**src/rtl/wishbone_pkg.sv**
```systemverilog
`default_nettype none
// ============================================================================
// Module  : wishbone_pkg
// Brief   : Shared bus widths, arbiter state encoding and timeout default.
// Revision: 1.0 - initial release
// ============================================================================
package wishbone_pkg;

    localparam int WB_ADDR_W       = 32;
    localparam int WB_DATA_W       = 32;
    localparam int DEFAULT_TIMEOUT = 255;

    typedef enum logic [1:0] {
        ST_IDLE = 2'd0,
        ST_OWN0 = 2'd1,
        ST_OWN1 = 2'd2,
        ST_ERR  = 2'd3
    } arb_state_t;

    // One-hot owner view of a state; ERR and IDLE have no owner.
    function automatic logic [1:0] grant_of(input arb_state_t st);
        logic [1:0] g;
        g = 2'b00;
        if (st == ST_OWN0) g = 2'b01;
        if (st == ST_OWN1) g = 2'b10;
        return g;
    endfunction

endpackage
`default_nettype wire

```
**src/rtl/wb_timeout_counter.sv**
```systemverilog
`default_nettype none
// ============================================================================
// Module  : wb_timeout_counter
// Brief   : Counts consecutive unacknowledged strobe cycles of the bus owner.
// Revision: 1.0 - initial release
// ============================================================================
module wb_timeout_counter
    import wishbone_pkg::*;
#(
    parameter int TIMEOUT = DEFAULT_TIMEOUT
) (
    input  logic clk,
    input  logic rst_n,
    input  logic i_enable,
    input  logic i_clear,
    output logic o_expired
);

    localparam int              CNT_W   = (TIMEOUT < 1) ? 1 : $clog2(TIMEOUT + 1);
    localparam logic [CNT_W-1:0] C_LIMIT = CNT_W'(TIMEOUT);
    localparam logic [CNT_W-1:0] C_LAST  = CNT_W'(TIMEOUT - 1);

    logic [CNT_W-1:0] r_count;

    always_ff @(posedge clk or negedge rst_n) begin
        if (!rst_n) begin
            r_count <= '0;
        end else if (i_clear) begin
            r_count <= '0;
        end else if (i_enable && (r_count != C_LIMIT)) begin
            r_count <= r_count + CNT_W'(1);
        end
    end

    // Flags the wait cycle that brings the count to TIMEOUT so the FSM leaves
    // on that very edge; an ack in this cycle drops i_enable and wins.
    assign o_expired = i_enable & (r_count == C_LAST);

endmodule
`default_nettype wire

```
**src/rtl/wishbone_arbiter.sv**
```systemverilog
`default_nettype none
// ============================================================================
// Module  : wishbone_arbiter
// Brief   : Two-master round-robin Wishbone arbiter with per-owner timeout.
// Revision: 1.0 - initial release
// ============================================================================
module wishbone_arbiter
    import wishbone_pkg::*;
#(
    parameter int ADDR_W  = WB_ADDR_W,
    parameter int DATA_W  = WB_DATA_W,
    parameter int TIMEOUT = DEFAULT_TIMEOUT
) (
    input  logic              clk,
    input  logic              rst_n,

    input  logic              m0_cyc_i,
    input  logic              m0_stb_i,
    input  logic              m0_we_i,
    input  logic [ADDR_W-1:0] m0_addr_i,
    input  logic [DATA_W-1:0] m0_data_i,
    output logic [DATA_W-1:0] m0_data_o,
    output logic              m0_ack_o,
    output logic              m0_err_o,

    input  logic              m1_cyc_i,
    input  logic              m1_stb_i,
    input  logic              m1_we_i,
    input  logic [ADDR_W-1:0] m1_addr_i,
    input  logic [DATA_W-1:0] m1_data_i,
    output logic [DATA_W-1:0] m1_data_o,
    output logic              m1_ack_o,
    output logic              m1_err_o,

    output logic              s_cyc_o,
    output logic              s_stb_o,
    output logic              s_we_o,
    output logic [ADDR_W-1:0] s_addr_o,
    output logic [DATA_W-1:0] s_data_o,
    input  logic [DATA_W-1:0] s_data_i,
    input  logic              s_ack_i,

    output logic [1:0]        grant_o
);

    arb_state_t r_state;
    arb_state_t w_next_state;
    logic       r_last_owner;
    logic       w_own0;
    logic       w_own1;
    logic       w_in_err;
    logic       w_expired;
    logic       w_cnt_en;
    logic       w_cnt_clr;

    assign w_own0   = (r_state == ST_OWN0);
    assign w_own1   = (r_state == ST_OWN1);
    assign w_in_err = (r_state == ST_ERR);

    assign w_cnt_en  = (w_own0 | w_own1) & s_stb_o & ~s_ack_i;
    assign w_cnt_clr = ~w_cnt_en | (w_next_state != r_state);

    wb_timeout_counter #(
        .TIMEOUT   (TIMEOUT)
    ) u_timeout (
        .clk       (clk),
        .rst_n     (rst_n),
        .i_enable  (w_cnt_en),
        .i_clear   (w_cnt_clr),
        .o_expired (w_expired)
    );

    always_comb begin
        w_next_state = r_state;
        case (r_state)
            ST_IDLE: begin
                if (m0_cyc_i && m1_cyc_i) begin
                    w_next_state = r_last_owner ? ST_OWN0 : ST_OWN1;
                end else if (m0_cyc_i) begin
                    w_next_state = ST_OWN0;
                end else if (m1_cyc_i) begin
                    w_next_state = ST_OWN1;
                end
            end
            ST_OWN0: begin
                if (!m0_cyc_i) begin
                    w_next_state = ST_IDLE;
                end else if (w_expired) begin
                    w_next_state = ST_ERR;
                end
            end
            ST_OWN1: begin
                if (!m1_cyc_i) begin
                    w_next_state = ST_IDLE;
                end else if (w_expired) begin
                    w_next_state = ST_ERR;
                end
            end
            ST_ERR:  w_next_state = ST_IDLE;
            default: w_next_state = ST_IDLE;
        endcase
    end

    // last_owner is updated when ownership ends (to IDLE or ERR), so in ERR
    // it already names the master that timed out.
    always_ff @(posedge clk or negedge rst_n) begin
        if (!rst_n) begin
            r_state      <= ST_IDLE;
            r_last_owner <= 1'b1;
        end else begin
            r_state <= w_next_state;
            if (w_own0 && (w_next_state != ST_OWN0)) begin
                r_last_owner <= 1'b0;
            end else if (w_own1 && (w_next_state != ST_OWN1)) begin
                r_last_owner <= 1'b1;
            end
        end
    end

    always_comb begin
        s_cyc_o   = 1'b0;
        s_stb_o   = 1'b0;
        s_we_o    = 1'b0;
        s_addr_o  = '0;
        s_data_o  = '0;
        m0_ack_o  = 1'b0;
        m0_data_o = '0;
        m1_ack_o  = 1'b0;
        m1_data_o = '0;
        if (w_own0) begin
            s_cyc_o   = m0_cyc_i;
            s_stb_o   = m0_stb_i;
            s_we_o    = m0_we_i;
            s_addr_o  = m0_addr_i;
            s_data_o  = m0_data_i;
            m0_ack_o  = s_ack_i;
            m0_data_o = s_data_i;
        end else if (w_own1) begin
            s_cyc_o   = m1_cyc_i;
            s_stb_o   = m1_stb_i;
            s_we_o    = m1_we_i;
            s_addr_o  = m1_addr_i;
            s_data_o  = m1_data_i;
            m1_ack_o  = s_ack_i;
            m1_data_o = s_data_i;
        end
    end

    assign m0_err_o = w_in_err & ~r_last_owner;
    assign m1_err_o = w_in_err &  r_last_owner;
    assign grant_o  = grant_of(r_state);

endmodule
`default_nettype wire

```
**config.mk**
```make
export PLATFORM = sky130hd
export DESIGN_NAME = wishbone_arbiter
export DESIGN_NICKNAME = d
export VERILOG_FILES = /design/src/rtl/wishbone_pkg.sv /design/src/rtl/wb_timeout_counter.sv /design/src/rtl/wishbone_arbiter.sv
export SDC_FILE = /design/constraint.sdc
export NUM_CORES = 1
export LEC_CHECK = 0
export ABC_AREA = 1
export ABC_CLOCK_PERIOD_IN_PS = 1600
export CAP_MARGIN = 10
export CORE_AREA = 8 8 113 115
export DETAILED_ROUTE_END_ITERATION = 16
export DIE_AREA = 0 0 121 123
export GPL_TIMING_DRIVEN = 0
export HOLD_SLACK_MARGIN = 0.1
export PLACE_DENSITY = 0.79
export SLEW_MARGIN = 5
export SYNTH_ARGS = -nofsm -noshare
export SYNTH_HDL_FRONTEND = slang
export SYNTH_SLANG_ARGS = --single-unit
```
**constraint.sdc**
```tcl
create_clock -name clk -period 1.6 [get_ports clk]
set_input_delay 0.24 -clock clk [delete_from_list [all_inputs] [get_ports clk]]
set_output_delay 0.24 -clock clk [all_outputs]
set_load 0.05 [all_outputs]
```
==> results by group <==
Route
  • Pre-antenna DRT Iters: 5
  • Vias post-DR: 3881
  • Count of antenna-violating nets left after detailed routing: 0
  • Detailed-route wire length: 18400 µm
  • Remaining design rule violation count: 0
  • Vias/cell: roughly 4.7
  • DR iter-0 viols: 160
  • Final routed wire length divided by cell count: 22.4 µm

Floorplanning
  • Die Span X: 121 µm
  • Number of top-level pins: 306
  • Starting Density: 0.181
  • Std-Cell Rows: 39
  • Placeable core region: approximately 11000 µm²
  • Die outline area: 14900 µm²
  • Die span in y: approximately 120 µm

Placement
  • Final RePlAce weighted congestion: 0.868
  • Detail Placement HPWL: between 10000 and 15000 µm
  • # placed instances: a little under 800
  • Placement-stage cell area: 6370 µm²
  • Port Buffers: 305

Clock tree
  • Hold buffer count at CTS: 0
  • Clock sink total: 11
  • Longest Clk Path Bufs: 2
  • TritonCTS clock tree: built
  • # H-tree levels: 1
  • Clock input transition at the sequential cells of the worst setup and hold paths: 0.04 ns
  • Number of buffers inserted during clock tree synthesis: 3
  • Insertion delay of the later-clocked pin in the worst-skew pair: 0.24 ns
  • Root cell of the clock tree: sky130_fd_sc_hd__clkbuf_16

Yosys
  • Top cell types by occurrence after synthesis: sky130_fd_sc_hd__nand2_1, sky130_fd_sc_hd__a22o_1, sky130_fd_sc_hd__inv_1, sky130_fd_sc_hd__nor2_1, sky130_fd_sc_hd__clkbuf_1
  • Fraction of post-synthesis cell area in the top cell type by area: 0.284
  • Number of enable flip-flop cells after synthesis: 0
  • Net count of the mapped netlist: 509
  • Number of different library cells in the post-synthesis netlist: 25
  • Synth area leaders: sky130_fd_sc_hd__a22o_1, sky130_fd_sc_hd__nand2_1, sky130_fd_sc_hd__dfrtp_1
  • Leading cell type by number of instances after synthesis: sky130_fd_sc_hd__nand2_1
  • Synthesized instance count: 334
  • Async set-reset flop share out of synthesis: 1.00
  • Synth warnings: 0
  • Synthesized area divided by synthesized cell count: 6.00 µm²
  • Post-synth design cell area: 2000 µm²
  • FF+latch count, synth: 11
  • Share of synthesized area occupied by flip-flops and latches: 0.138
  • Dominant register cell in the synthesized netlist: sky130_fd_sc_hd__dfrtp_1
  • Cell type with the largest total area after synthesis: sky130_fd_sc_hd__a22o_1

STA
  • Min Clock Period, post-route: 2.06 ns
  • Relative max-transition margin: 0.683
  • Share of the clock period used by the worst path after layout: 1.29
  • Final critical-path setup slack: -0.462 ns
  • Achievable frequency: 485 MHz
  • Final TNS setup: -54.00 ns
  • Post-route clock skew: 0.00466 ns
  • Final Hold Fails: 0
  • Final-report setup violation count: ~140
  • Unrepaired setup endpoints after global routing: true
  • Max Slew Vio Count: 0
  • Slew at the pin closest to its max-slew limit: 0.473 ns

Worst setup path
  • Crit-path max cell delay: 0.44 ns
  • CP most frequent cell: sky130_fd_sc_hd__buf_12
  • Critical Path Sink Type: output port
  • Category of the worst setup path launch point: flop
  • Cell with the largest stage delay on the worst path: sky130_fd_sc_hd__dfrtp_2
  • Data required time of the critical path: 1.36 ns
  • Arrival time at the worst endpoint: 1.82 ns
  • Category of the critical setup timing path: flop to output port
  • Chain of cells forming the critical path: inv_2 > ha_4 > buf_12 > nor2_4 > buf_12 > buf_12 > a22o_4 > buf_8
  • Crit path max fanout: 10

GRT
  • Number of global-route vias before repair: 4093
  • Global-route congestion overflow total: 0
  • Largest net degree at the start of global routing: 12
  • First-pass GRT wire length: ~23000 µm
  • GRT Resource Usage Total: 0.200
  • Antenna violations before repair: 0

Layout
  • Number of nets at the end of the flow: 852
  • Fraction of final layout cells with drive strength greater than 1: 0.605
  • Relative area change from synthesis to final layout: 308%
  • N_diodes: 0
  • End-of-flow core utilization: 0.739
  • Post-layout instance area: 8180 µm²
  • Post-route insts no fill: 819

Power and ir drop
  • Maximum vdd drop: 1570 µV
  • Overall power consumption: 16700 µW
  • Static leakage: 0.00358 µW
  • Power density relative to cell area: about 2000 nW/µm²

Status
  • Status: finished, violations left
  • Failing checks: setup timing

Run
  • Max-Cap Viols: 0

Min path
  • Type of the tightest min-delay check: input port to asynchronous set/reset pin
-- per-layer routing --
layer,global-route usage,share of wire
met1,0.215,0.35
met2,0.370,0.54
met3,0.0703,0.091
met4,0.0375,0.014
met5,0,0
-- cell type report --
class	count	area, µm²
inverters	55	335
clock buffers	4	78.8
fillers	697	2900
well taps	143	179
flip-flops and latches	11	279
multi-input cells	241	2630
repair buffers	341	4190
plain buffers	24	490
-- cell families after synthesis --
logic type               synth area share
AND/OR/NAND/NOR                     0.320
buffers and inverters               0.164
multiplexers                      0.00499
XOR/XNOR                           0.0218
flip-flops                          0.138
AO/OA/AOI/OAI                       0.315
adder cells (fa/ha/maj)            0.0375
-- timing repair --
| item | 4_1_cts | 5_1_grt |
|---|---|---|
| buffers inserted | 19 | 5 |
| pin swaps | 7 | 24 |
| gates cloned | 9 | 5 |
| resized for setup | 1091 | 144 |
| endpoints found under the setup margin | 146 | 147 |
| hold endpoints to repair | 0 | 0 |
-- critical path, delay by kind of cell (launching register included) --
| kind | cells | cell delay, ns |
|---|---|---|
| AO/OA/AOI/OAI | 1 | 0.23 |
| buffers and inverters | 5 | 0.68 |
| adder cells (fa/ha/maj) | 1 | 0.16 |
| flip-flops | 1 | 0.44 |
| AND/OR/NAND/NOR | 1 | 0.06 |
-- worst paths after layout --
check                                          from                                to  slack (ns)  cells past startpoint
setup / recovery               r_state[1]$_DFF_PN0_                       s_addr_o[2]       -0.46                      8
hold / removal                                rst_n  u_timeout.r_count[6]$_DFFE_PN0P_        0.33                      1
setup reg to reg               r_state[0]$_DFF_PN0_  u_timeout.r_count[7]$_DFFE_PN0P_       -0.42                     13
hold reg to reg            r_last_owner$_DFFE_PN1P_          r_last_owner$_DFFE_PN1P_        0.56                      4
max in group asynchronous                     rst_n              r_state[1]$_DFF_PN0_        0.92                      1
min in group clk           r_last_owner$_DFFE_PN1P_          r_last_owner$_DFFE_PN1P_        0.56                      4
-- flip-flops by register name, indices dropped and copies added, names as in the netlist --
| signal | count |
|---|---|
| r_state | 2 |
| r_last_owner | 1 |
| u_timeout.r_count | 8 |
-- where the power goes --
part           switching, µW  internal, µW  leakage (µW)
registers               56.8           334      0.000145
logic                   8600          7240       0.00339
clock network            115           334     0.0000382
total                   8770          7900       0.00358
-- per-stage QoR --
stage	hold WS (ns)	worst slack (ns)
2_1_floorplan	-0.0556	-0.147
3_3_place_gp	0.562	-1.05
3_5_place_dp	0.556	-1.09
4_1_cts	0.348	-0.449
5_1_grt	0.371	-0.547
6_report	0.332	-0.462
-- cells in the final DEF (no fill, tap or decap), types with 2 or more instances in the layout --
cell type / instances
sky130_fd_sc_hd__nand2_1: 42
sky130_fd_sc_hd__nand2_2: 10
sky130_fd_sc_hd__o21ai_1: 2
sky130_fd_sc_hd__ha_1: 3
sky130_fd_sc_hd__dfrtp_1: 8
sky130_fd_sc_hd__clkinvlp_4: 33
sky130_fd_sc_hd__buf_8: 112
sky130_fd_sc_hd__a21oi_2: 2
sky130_fd_sc_hd__nand3_1: 7
sky130_fd_sc_hd__clkbuf_8: 4
sky130_fd_sc_hd__o21ai_0: 4
sky130_fd_sc_hd__a22o_2: 3
sky130_fd_sc_hd__inv_4: 2
sky130_fd_sc_hd__nor2_1: 5
sky130_fd_sc_hd__buf_12: 19
sky130_fd_sc_hd__inv_1: 17
sky130_fd_sc_hd__buf_16: 4
sky130_fd_sc_hd__dfrtp_2: 2
sky130_fd_sc_hd__buf_4: 18
sky130_fd_sc_hd__ha_4: 3
sky130_fd_sc_hd__clkbuf_16: 17
sky130_fd_sc_hd__nor2_4: 42
sky130_fd_sc_hd__nand2_4: 40
sky130_fd_sc_hd__xor2_1: 4
sky130_fd_sc_hd__buf_6: 25
sky130_fd_sc_hd__a22o_4: 62
sky130_fd_sc_hd__clkdlybuf4s50_1: 168
sky130_fd_sc_hd__inv_2: 3
sky130_fd_sc_hd__nand4_1: 2
sky130_fd_sc_hd__nor2_2: 2
Note: power is estimated with default switching activity, not from simulation.
